## config.mk

```make
export PLATFORM = sky130hd
export DESIGN_NAME = dma_desc_dispatch_flat
export DESIGN_NICKNAME = d
export VERILOG_FILES = /design/src/rtl/dma_pkg.sv /design/src/rtl/dma_desc_dispatch_if.sv /design/src/rtl/dma_desc_dispatch.sv /design/src/flat_wrapper.sv
export SDC_FILE = /design/constraint.sdc
export NUM_CORES = 1
export LEC_CHECK = 0
export CAP_MARGIN = 20
export CORE_AREA = 2 2 184 186
export DETAILED_ROUTE_END_ITERATION = 10
export DIE_AREA = 0 0 186 188
export GPL_TIMING_DRIVEN = 1
export MAX_ROUTING_LAYER = met4
export PLACE_DENSITY = 0.6
export SYNTH_ARGS = -nofsm -noshare
export SYNTH_HDL_FRONTEND = slang
export SYNTH_SLANG_ARGS = --single-unit
```

## constraint.sdc

```tcl
create_clock -name clk -period 2.7 [get_ports clk]
set_clock_uncertainty 0.15 [all_clocks]
set_input_delay 0.81 -clock clk [delete_from_list [all_inputs] [get_ports clk]]
set_output_delay 0.81 -clock clk [all_outputs]
set_load 0.02 [all_outputs]
```

## src/rtl/dma_pkg.sv

```systemverilog
// Shared definitions for the descriptor dispatcher: descriptor layout,
// status-word bit positions and sequencer states.
package dma_pkg;

    localparam int DESC_W = 256;
    localparam int WORD_W = 32;

    // descriptor word indices
    localparam int W_SRC  = 0;
    localparam int W_DST  = 1;
    localparam int W_LEN  = 2;
    localparam int W_NEXT = 4;
    localparam int W_SELF = 5;
    localparam int W_CTRL = 7;

    // word7 control/status bits
    localparam int B_IRQ_EN = 0;
    localparam int B_OWNED  = 7;
    localparam int B_DONE   = 8;
    localparam int B_ERR    = 9;

    localparam int CSR_RUN = 5;

    localparam logic [WORD_W-1:0] WB_OFFSET = 32'h1C;

    typedef enum logic [2:0] {
        ST_IDLE,
        ST_LATCH,
        ST_ISSUE,
        ST_WAIT_DONE,
        ST_WB_WRITE,
        ST_HALT
    } state_e;

    function automatic logic [WORD_W-1:0] desc_word(input logic [DESC_W-1:0] d, input int idx);
        return d[idx*WORD_W +: WORD_W];
    endfunction

endpackage

```

## src/rtl/dma_desc_dispatch_if.sv

```systemverilog
// Command channel to the transfer engine plus the AVMM writeback master.
// master = dispatcher side, slave = engine / descriptor memory side.
interface dma_desc_dispatch_if #(
    parameter int LEN_W = 24
);
    logic             cmd_valid_o;
    logic             cmd_ready_i;
    logic [31:0]      cmd_src_addr_o;
    logic [31:0]      cmd_dst_addr_o;
    logic [LEN_W-1:0] cmd_len_o;
    logic             xfer_done_i;
    logic             xfer_err_i;
    logic             dma_wb_write_o;
    logic [31:0]      dma_wb_addr_o;
    logic [31:0]      dma_wb_wrdata_o;
    logic             dma_wb_waitrequest_i;

    modport master (
        output cmd_valid_o, cmd_src_addr_o, cmd_dst_addr_o, cmd_len_o,
        output dma_wb_write_o, dma_wb_addr_o, dma_wb_wrdata_o,
        input  cmd_ready_i, xfer_done_i, xfer_err_i, dma_wb_waitrequest_i
    );

    modport slave (
        input  cmd_valid_o, cmd_src_addr_o, cmd_dst_addr_o, cmd_len_o,
        input  dma_wb_write_o, dma_wb_addr_o, dma_wb_wrdata_o,
        output cmd_ready_i, xfer_done_i, xfer_err_i, dma_wb_waitrequest_i
    );
endinterface

```

## src/rtl/dma_desc_dispatch.sv

```systemverilog
// Descriptor sequencer: pop one descriptor, issue the copy command, wait for
// completion, write the status word back, then report to the CSR block.
module dma_desc_dispatch
    import dma_pkg::*;
#(
    parameter int LEN_W = 24,
    parameter int CNT_W = 16
) (
    input  logic                 clk,
    input  logic                 reset,
    input  logic [31:0]          csr_control_i,
    input  logic                 dma_desc_fifo_empty_i,
    input  logic [DESC_W-1:0]    dma_desc_fifo_rddata_i,
    output logic                 dma_desc_fifo_rd_o,
    dma_desc_dispatch_if.master  bus,
    output logic                 busy_o,
    output logic                 irq_o,
    output logic                 err_o,
    output logic [CNT_W-1:0]     desc_count_o
);

    state_e              state_q, state_d;
    logic [DESC_W-1:0]   desc_q, desc_d;
    logic                xerr_q, xerr_d;
    logic                err_q, err_d;
    logic                irq_q, irq_d;
    logic [CNT_W-1:0]    cnt_q, cnt_d;

    logic                run;
    logic [LEN_W-1:0]    head_len;
    logic                wb_accept;
    logic [31:0]         wb_data;

    assign run       = csr_control_i[CSR_RUN];
    assign head_len  = dma_desc_fifo_rddata_i[W_LEN*WORD_W +: LEN_W];
    assign wb_accept = (state_q == ST_WB_WRITE) && !bus.dma_wb_waitrequest_i;

    // State register
    always_ff @(posedge clk) begin
        if (!reset) state_q <= ST_IDLE;
        else        state_q <= state_d;
    end

    // Next-state logic
    always_comb begin
        state_d = state_q;
        case (state_q)
            ST_IDLE:      if (run && !dma_desc_fifo_empty_i) state_d = ST_LATCH;
            ST_LATCH:     state_d = (head_len == '0) ? ST_WB_WRITE : ST_ISSUE;
            ST_ISSUE:     if (bus.cmd_ready_i) state_d = ST_WAIT_DONE;
            ST_WAIT_DONE: if (bus.xfer_err_i || bus.xfer_done_i) state_d = ST_WB_WRITE;
            ST_WB_WRITE:  if (!bus.dma_wb_waitrequest_i) state_d = xerr_q ? ST_HALT : ST_IDLE;
            ST_HALT:      if (!run) state_d = ST_IDLE;
            default:      state_d = ST_IDLE;
        endcase
    end

    // Write back the control word with ownership returned to software.
    always_comb begin
        wb_data         = desc_word(desc_q, W_CTRL);
        wb_data[B_OWNED] = 1'b0;
        wb_data[B_DONE]  = ~xerr_q;
        wb_data[B_ERR]   = xerr_q;
    end

    // Outputs; payload buses are zero whenever their strobe is low.
    always_comb begin
        dma_desc_fifo_rd_o  = (state_q == ST_LATCH);
        bus.cmd_valid_o     = (state_q == ST_ISSUE);
        bus.dma_wb_write_o  = (state_q == ST_WB_WRITE);
        bus.cmd_src_addr_o  = '0;
        bus.cmd_dst_addr_o  = '0;
        bus.cmd_len_o       = '0;
        bus.dma_wb_addr_o   = '0;
        bus.dma_wb_wrdata_o = '0;
        if (state_q == ST_ISSUE) begin
            bus.cmd_src_addr_o = desc_word(desc_q, W_SRC);
            bus.cmd_dst_addr_o = desc_word(desc_q, W_DST);
            bus.cmd_len_o      = desc_q[W_LEN*WORD_W +: LEN_W];
        end
        if (state_q == ST_WB_WRITE) begin
            bus.dma_wb_addr_o   = desc_word(desc_q, W_SELF) + WB_OFFSET;
            bus.dma_wb_wrdata_o = wb_data;
        end
        busy_o       = (state_q != ST_IDLE);
        irq_o        = irq_q;
        err_o        = err_q;
        desc_count_o = cnt_q;
    end

    // Datapath next values
    always_comb begin
        desc_d = desc_q;
        xerr_d = xerr_q;
        err_d  = err_q;
        irq_d  = 1'b0;
        cnt_d  = cnt_q;
        case (state_q)
            ST_LATCH: begin
                desc_d = dma_desc_fifo_rddata_i;
                xerr_d = 1'b0;
            end
            // error outranks a simultaneous done pulse
            ST_WAIT_DONE: if (bus.xfer_err_i) xerr_d = 1'b1;
            ST_HALT:      if (!run) err_d = 1'b0;
            default: ;
        endcase
        if (wb_accept) begin
            cnt_d = cnt_q + 1'b1;
            irq_d = desc_q[W_CTRL*WORD_W + B_IRQ_EN] | xerr_q;
            if (xerr_q) err_d = 1'b1;
        end
    end

    always_ff @(posedge clk) begin
        if (!reset) begin
            desc_q <= '0;
            xerr_q <= 1'b0;
            err_q  <= 1'b0;
            irq_q  <= 1'b0;
            cnt_q  <= '0;
        end else begin
            desc_q <= desc_d;
            xerr_q <= xerr_d;
            err_q  <= err_d;
            irq_q  <= irq_d;
            cnt_q  <= cnt_d;
        end
    end

endmodule

```

## src/flat_wrapper.sv

```systemverilog
// flat-port wrapper written by rule: the top's interface ports become plain ports
module dma_desc_dispatch_flat import dma_pkg::*;
#(
    parameter int LEN_W = 24,
    parameter int CNT_W = 16
)
  (clk, reset, csr_control_i, dma_desc_fifo_empty_i, dma_desc_fifo_rddata_i, dma_desc_fifo_rd_o, busy_o, irq_o, err_o, desc_count_o, bus_cmd_valid_o, bus_cmd_src_addr_o, bus_cmd_dst_addr_o, bus_cmd_len_o, bus_dma_wb_write_o, bus_dma_wb_addr_o, bus_dma_wb_wrdata_o, bus_cmd_ready_i, bus_xfer_done_i, bus_xfer_err_i, bus_dma_wb_waitrequest_i);
  dma_desc_dispatch_if #(.LEN_W(LEN_W)) bus_i ();
  input  logic clk;
  input  logic reset;
  input  logic [31:0] csr_control_i;
  input  logic dma_desc_fifo_empty_i;
  input  logic [DESC_W-1:0] dma_desc_fifo_rddata_i;
  output logic dma_desc_fifo_rd_o;
  output logic busy_o;
  output logic irq_o;
  output logic err_o;
  output logic [CNT_W-1:0] desc_count_o;
  output wire logic [$bits(bus_i.cmd_valid_o)-1:0] bus_cmd_valid_o;
  output wire logic [$bits(bus_i.cmd_src_addr_o)-1:0] bus_cmd_src_addr_o;
  output wire logic [$bits(bus_i.cmd_dst_addr_o)-1:0] bus_cmd_dst_addr_o;
  output wire logic [$bits(bus_i.cmd_len_o)-1:0] bus_cmd_len_o;
  output wire logic [$bits(bus_i.dma_wb_write_o)-1:0] bus_dma_wb_write_o;
  output wire logic [$bits(bus_i.dma_wb_addr_o)-1:0] bus_dma_wb_addr_o;
  output wire logic [$bits(bus_i.dma_wb_wrdata_o)-1:0] bus_dma_wb_wrdata_o;
  input wire logic [$bits(bus_i.cmd_ready_i)-1:0] bus_cmd_ready_i;
  input wire logic [$bits(bus_i.xfer_done_i)-1:0] bus_xfer_done_i;
  input wire logic [$bits(bus_i.xfer_err_i)-1:0] bus_xfer_err_i;
  input wire logic [$bits(bus_i.dma_wb_waitrequest_i)-1:0] bus_dma_wb_waitrequest_i;
  assign bus_cmd_valid_o = bus_i.cmd_valid_o;
  assign bus_cmd_src_addr_o = bus_i.cmd_src_addr_o;
  assign bus_cmd_dst_addr_o = bus_i.cmd_dst_addr_o;
  assign bus_cmd_len_o = bus_i.cmd_len_o;
  assign bus_dma_wb_write_o = bus_i.dma_wb_write_o;
  assign bus_dma_wb_addr_o = bus_i.dma_wb_addr_o;
  assign bus_dma_wb_wrdata_o = bus_i.dma_wb_wrdata_o;
  assign bus_i.cmd_ready_i = bus_cmd_ready_i;
  assign bus_i.xfer_done_i = bus_xfer_done_i;
  assign bus_i.xfer_err_i = bus_xfer_err_i;
  assign bus_i.dma_wb_waitrequest_i = bus_dma_wb_waitrequest_i;
  dma_desc_dispatch #(.LEN_W(LEN_W), .CNT_W(CNT_W)) u_core (.clk(clk), .reset(reset), .csr_control_i(csr_control_i), .dma_desc_fifo_empty_i(dma_desc_fifo_empty_i), .dma_desc_fifo_rddata_i(dma_desc_fifo_rddata_i), .dma_desc_fifo_rd_o(dma_desc_fifo_rd_o), .bus(bus_i), .busy_o(busy_o), .irq_o(irq_o), .err_o(err_o), .desc_count_o(desc_count_o));
endmodule
```

; ---- After elaboration in Yosys (flattened, before gate mapping)
; Cells that the tools add are included.
[word_totals]
romBits = 0
mem_count = 0
ram_bits = 0
elab_cells = 52
out_inout_bits = 174
input_bits = 295
latch_bits = 0
ff_bits = 278
[op_classes]
reduce_logical = 12
n_bitwise = 2
multipliers = 0
n_div = 0
eq_ne = 11
n_addsub = 2
mux = 19
shifts = 0
n_lt_le_gt_ge = 0
[op_table]
columns = operator, count
row1 = 32-bit two-way mux, 4
row2 = "32-bit by 5-bit adder with 32-bit output, second input constant", 1
row3 = 24-bit logical NOT, 1
row4 = 24-bit two-way mux, 1
row5 = 3-bit two-way mux, 7
row6 = 3-bit one-hot mux with 6 select lines, 1
row7 = "16-bit by 1-bit adder with 16-bit output, second input constant", 1
row8 = "3-bit by 2-bit equality test with 1-bit output, second input constant", 2
row9 = "3-bit equality test, second input constant", 2
row10 = "2-bit by 1-bit inequality test with 1-bit output, second input constant", 3
row11 = "2-bit inequality test, second input constant", 3
row12 = 1-bit two-way mux, 5
row13 = 5-bit AND reduction, 1
row14 = 2-bit AND reduction, 2
row15 = "3-bit by 1-bit equality test with 1-bit output, second input constant", 1
row16 = 3-bit logical NOT, 1
row17 = 3-bit nonzero test, 1
row18 = 1-bit logical AND, 2
row19 = 1-bit logical NOT, 2
row20 = 1-bit one-hot mux with 2 select lines, 1
row21 = 2-bit nonzero test, 1
row22 = 1-bit logical OR, 1
row23 = 1-bit inverter, 1
row24 = 1-bit bitwise OR, 1

; ---- Logic depth before layout (Yosys ltp)
[depth]
depth_word = 4
mapped_depth = 8
depth_no_buf = 6

; ---- Least setup slack after synthesis
; Ideal clock, no wire load.
[synth_timing]
kind = reg-to-output
from = register u_core.desc_q[171]
to = output port bus_dma_wb_addr_o[27]
required_ns = 1.740
arrival_time_ns = 2.084
path_stages_with_launch = 6
path_buffers = 1
path_slack_ns = -0.344
path_cell_list = dfxtp_1 nand4_1 or4_1 buf_2 or4_1 a21oi_1
[synth_via]
elab_chain_cells = 2
[synth_rtl]
columns = element, line_no
row1 = from (decl), dma_desc_dispatch.sv:23  ; logic [DESC_W-1:0] desc_q, desc_d;
row2 = from (signal assigned), dma_desc_dispatch.sv:123  ; desc_q <= desc_d;
row3 = 32-bit by 5-bit adder with 32-bit output, dma_desc_dispatch.sv:82  ; bus.dma_wb_addr_o = desc_word(desc_q, W_SELF) + WB_OFFSET;
row4 = 32-bit two-way mux, dma_desc_dispatch.sv:81  ; if (state_q == ST_WB_WRITE) begin
row5 = to (decl), flat_wrapper.sv:24  ; output wire logic [$bits(bus_i.dma_wb_addr_o)-1:0] bus_dma_wb_addr_o;
; Every way passes these cells.

; ---- Worst setup path after layout
[layout_timing]
from = register u_core.desc_q[181]
to = output port bus_dma_wb_addr_o[23]
; The elaborated chain is that of the path after synthesis.

==> qor.yml <==
run_status: "finished with violations"
violations: "negative setup slack"
critical-path-top-delay-family: "simple AND/OR/NAND/NOR gates"
synth.top_cells.by_count: "nand2_1 (319), a21oi_1 (176), dfxtp_1 (171), and2_1 (120), clkbuf_1 (74)"
clk_pin_slew_ns: 0.07
finalMaxSlewViolations: 0
leakagePower_nw: 5.75
p_comb_share_pct: 15.3
ys_ff_latch: 171
num-nets-final: 1807
via_per_inst: 4.50
critPathMaxStageDelay_ns: 0.62
cts_hold_repair.buffers: 0
finalSetupViolations: 152
htree_levels: 4
start_util_pct: 23.5
clock-sinks: 171
powerDensity_nw_per_um2: 423
yosysSeqAreaShare_pct: 44.0
fin_ws_ns: -0.722
crit_top_cell: "buf_6"
min_period_ns: 3.42
internal_power_mw: 4.65
avgSynthCellArea_um2: 7.35
worst_path_max_delay_cell: "or4_4"
final_cells: 1972
power_frac_seq_pct: 42.3
critPathKind: "reg -> out"
drt_wl_total_um: 32500
maxSlewHeadroom_pct: 43.9
track_usage_pct: 18.6
timing.fmax_mhz: 292
path_buf_inv: 2
yosys.area.top_type: "dfxtp_1"
path_cells: "nand4_1, or4_4, buf_6, or4b_4, a21oi_4, buf_6"
finalSetupTns_ns: -41.23
chipWidth_um: 186
grt_max_degree: 152
async_reset_ff_share_pct: 0
rsz0062_at_grt: "yes"
gp_congestion: 0.823
antenna_found_initial: 1
syn_to_final_growth_pct: 92.5
swShare_pct: 26.6
fin_total_pwr_mw: 6.34
yosys_warnings: 0
synthFlopType: "dfxtp_1"
post-synth-top-area-fraction_pct: 44.0
core-area_um2: 33100
cts_tree: "yes"
pwr-share-clk_pct: 42.4
clk_latency_ns: 0.44
grt_overflow: 0
ant_nets: 0
grtUsageMet1_pct: 20.9
drc: 0
crit_required_ns: 1.74
start_kind: "flop"
peakVddDrop_uv: 589
final_util_pct: 45.2
cts.path.max_buffers: 2
dr.pass1.iters: 4
die_h_um: 188
root_buffer: "clkbuf_16"
drive_gt1_share_pct: 38.1
fin_crit_sh_pct: 127
row_count: 67
placed_cells: 1856
use_met3_pct: 5.63
tightest_slew_ns: 0.841
synth_most_common_cell: "nand2_1"
cp_max_fo: 5
r2r_setup_slack_ns: -0.14
switching_power_mw: 1.68
drtIter0Drc: 293
grt_first_pass_wirelength_um: 48700
crit_arrival_ns: 2.46
grtUsageMet2_pct: 31.4
hold_violations: 0
num_vias: 8871
synth-edff-count: 0
cts_made_buffers: 17
syn_nets: 1355
top_usage_layer: "met2"
hp-class: "reg -> reg"
place_hpwl_um: 20100
dieArea_um2: 35000
synth_area_um2: 7770
synth_cell_type_count: 46
setup.worst_path.end_class: "output port"
grt_pass1_vias: 8905
io_pins: 469
port-buffer-count: 329
maxCapViolations: 0
wl_per_cell_um: 16.5
syn_inst: 1058
yosys-top-cells-area: "dfxtp_1 (44%), nand2_1 (15%), a21oi_1 (11%)"
worst min-delay path, stage by stage, from the launching register on:
cell	delay, ns
dfxtp_1	0.31
nand2_1	0.05
a21oi_1	0.05
layout by cell type (no fill, tap or decap), drive strengths merged, types with 10 or more instances in the layout:
master,count
nand3,19
nor4,10
nand4,11
or3,10
buf,330
or4,11
clkdlybuf4s50,174
o21ai,11
xor2,11
dfxtp,171
and2,120
inv,21
clkbuf,22
a21oi,176
nor2,30
nand2,319
area by class of cell:
class | instances | area, um^2
fillers | 3229 | 18100
repair buffers | 510 | 5470
multi-input cells | 799 | 4810
flip-flops and latches | 171 | 3440
well taps | 448 | 561
clock buffers | 17 | 425
clock inverters | 15 | 201
inverters | 11 | 53.8
diodes | 1 | 2.50
power groups by stage:
| stage | Clock, mW | Combinational (mW) | Sequential, mW |
|---|---|---|---|
| after CTS | 2.77 | 0.974 | 2.67 |
| final | 2.69 | 0.968 | 2.68 |
| after floorplan | 0 | 0.309 | 2.72 |
| after global routing | 2.86 | 1.05 | 2.69 |
| after detailed placement | 0 | 0.772 | 2.73 |
| after global placement | 0 | 0.765 | 2.72 |
layer usage:
layer / share of wire [%] / up-vias
met1: 41 / 4166
met3: 7.1 / 37
met4: 2.3 / 0
met5: 0 / -
li1: - / 4391
met2: 49 / 277
timing repair:
item                                    in CTS  in global routing
resized for setup                          937                255
gates cloned                                14                  1
buffers inserted                            50                 43
pin swaps                                   62                 77
endpoints found under the setup margin     155                159
cell families after synthesis:
family	share of synthesized area [%]
AOI/OAI and AO/OA	14.1
xor gates and xnor gates	2.25
adders and majority gates	0.322
buffers and inverters	4.36
DFF	44.0
muxes	0.257
other	0.0482
and+or+nand+nor	34.6
final timing paths:
| path | startpoint | endpoint | depth (start not counted) |
|---|---|---|---|
| worst max register to register | u_core.state_q[2] | u_core.desc_count_o[10] | 11 |
| worst max-delay path | u_core.desc_q[181] | bus_dma_wb_addr_o[23] | 6 |
| worst min-delay path | u_core.desc_q[2] | u_core.desc_q[2] | 2 |
| worst min register to register | u_core.desc_q[2] | u_core.desc_q[2] | 2 |
through the flow:
step	cell area, um^2	worst slack (ns)	hold WS, ns
floorplan	7920	-0.0892	0.282
global placement	12400	-0.678	0.287
detailed placement	12400	-0.683	0.292
CTS	14400	-0.762	0.302
global route	15000	-0.789	0.321
finish	15000	-0.722	0.302
flip-flops by register name, summed over array words and instances (netlist names):
register / count
u_core.desc_q: 149
u_core.err_o: 1
u_core.state_q: 3
u_core.xerr_q: 1
u_core.desc_count_o: 16
u_core.irq_o: 1
Power figures use the tool's default switching activity.
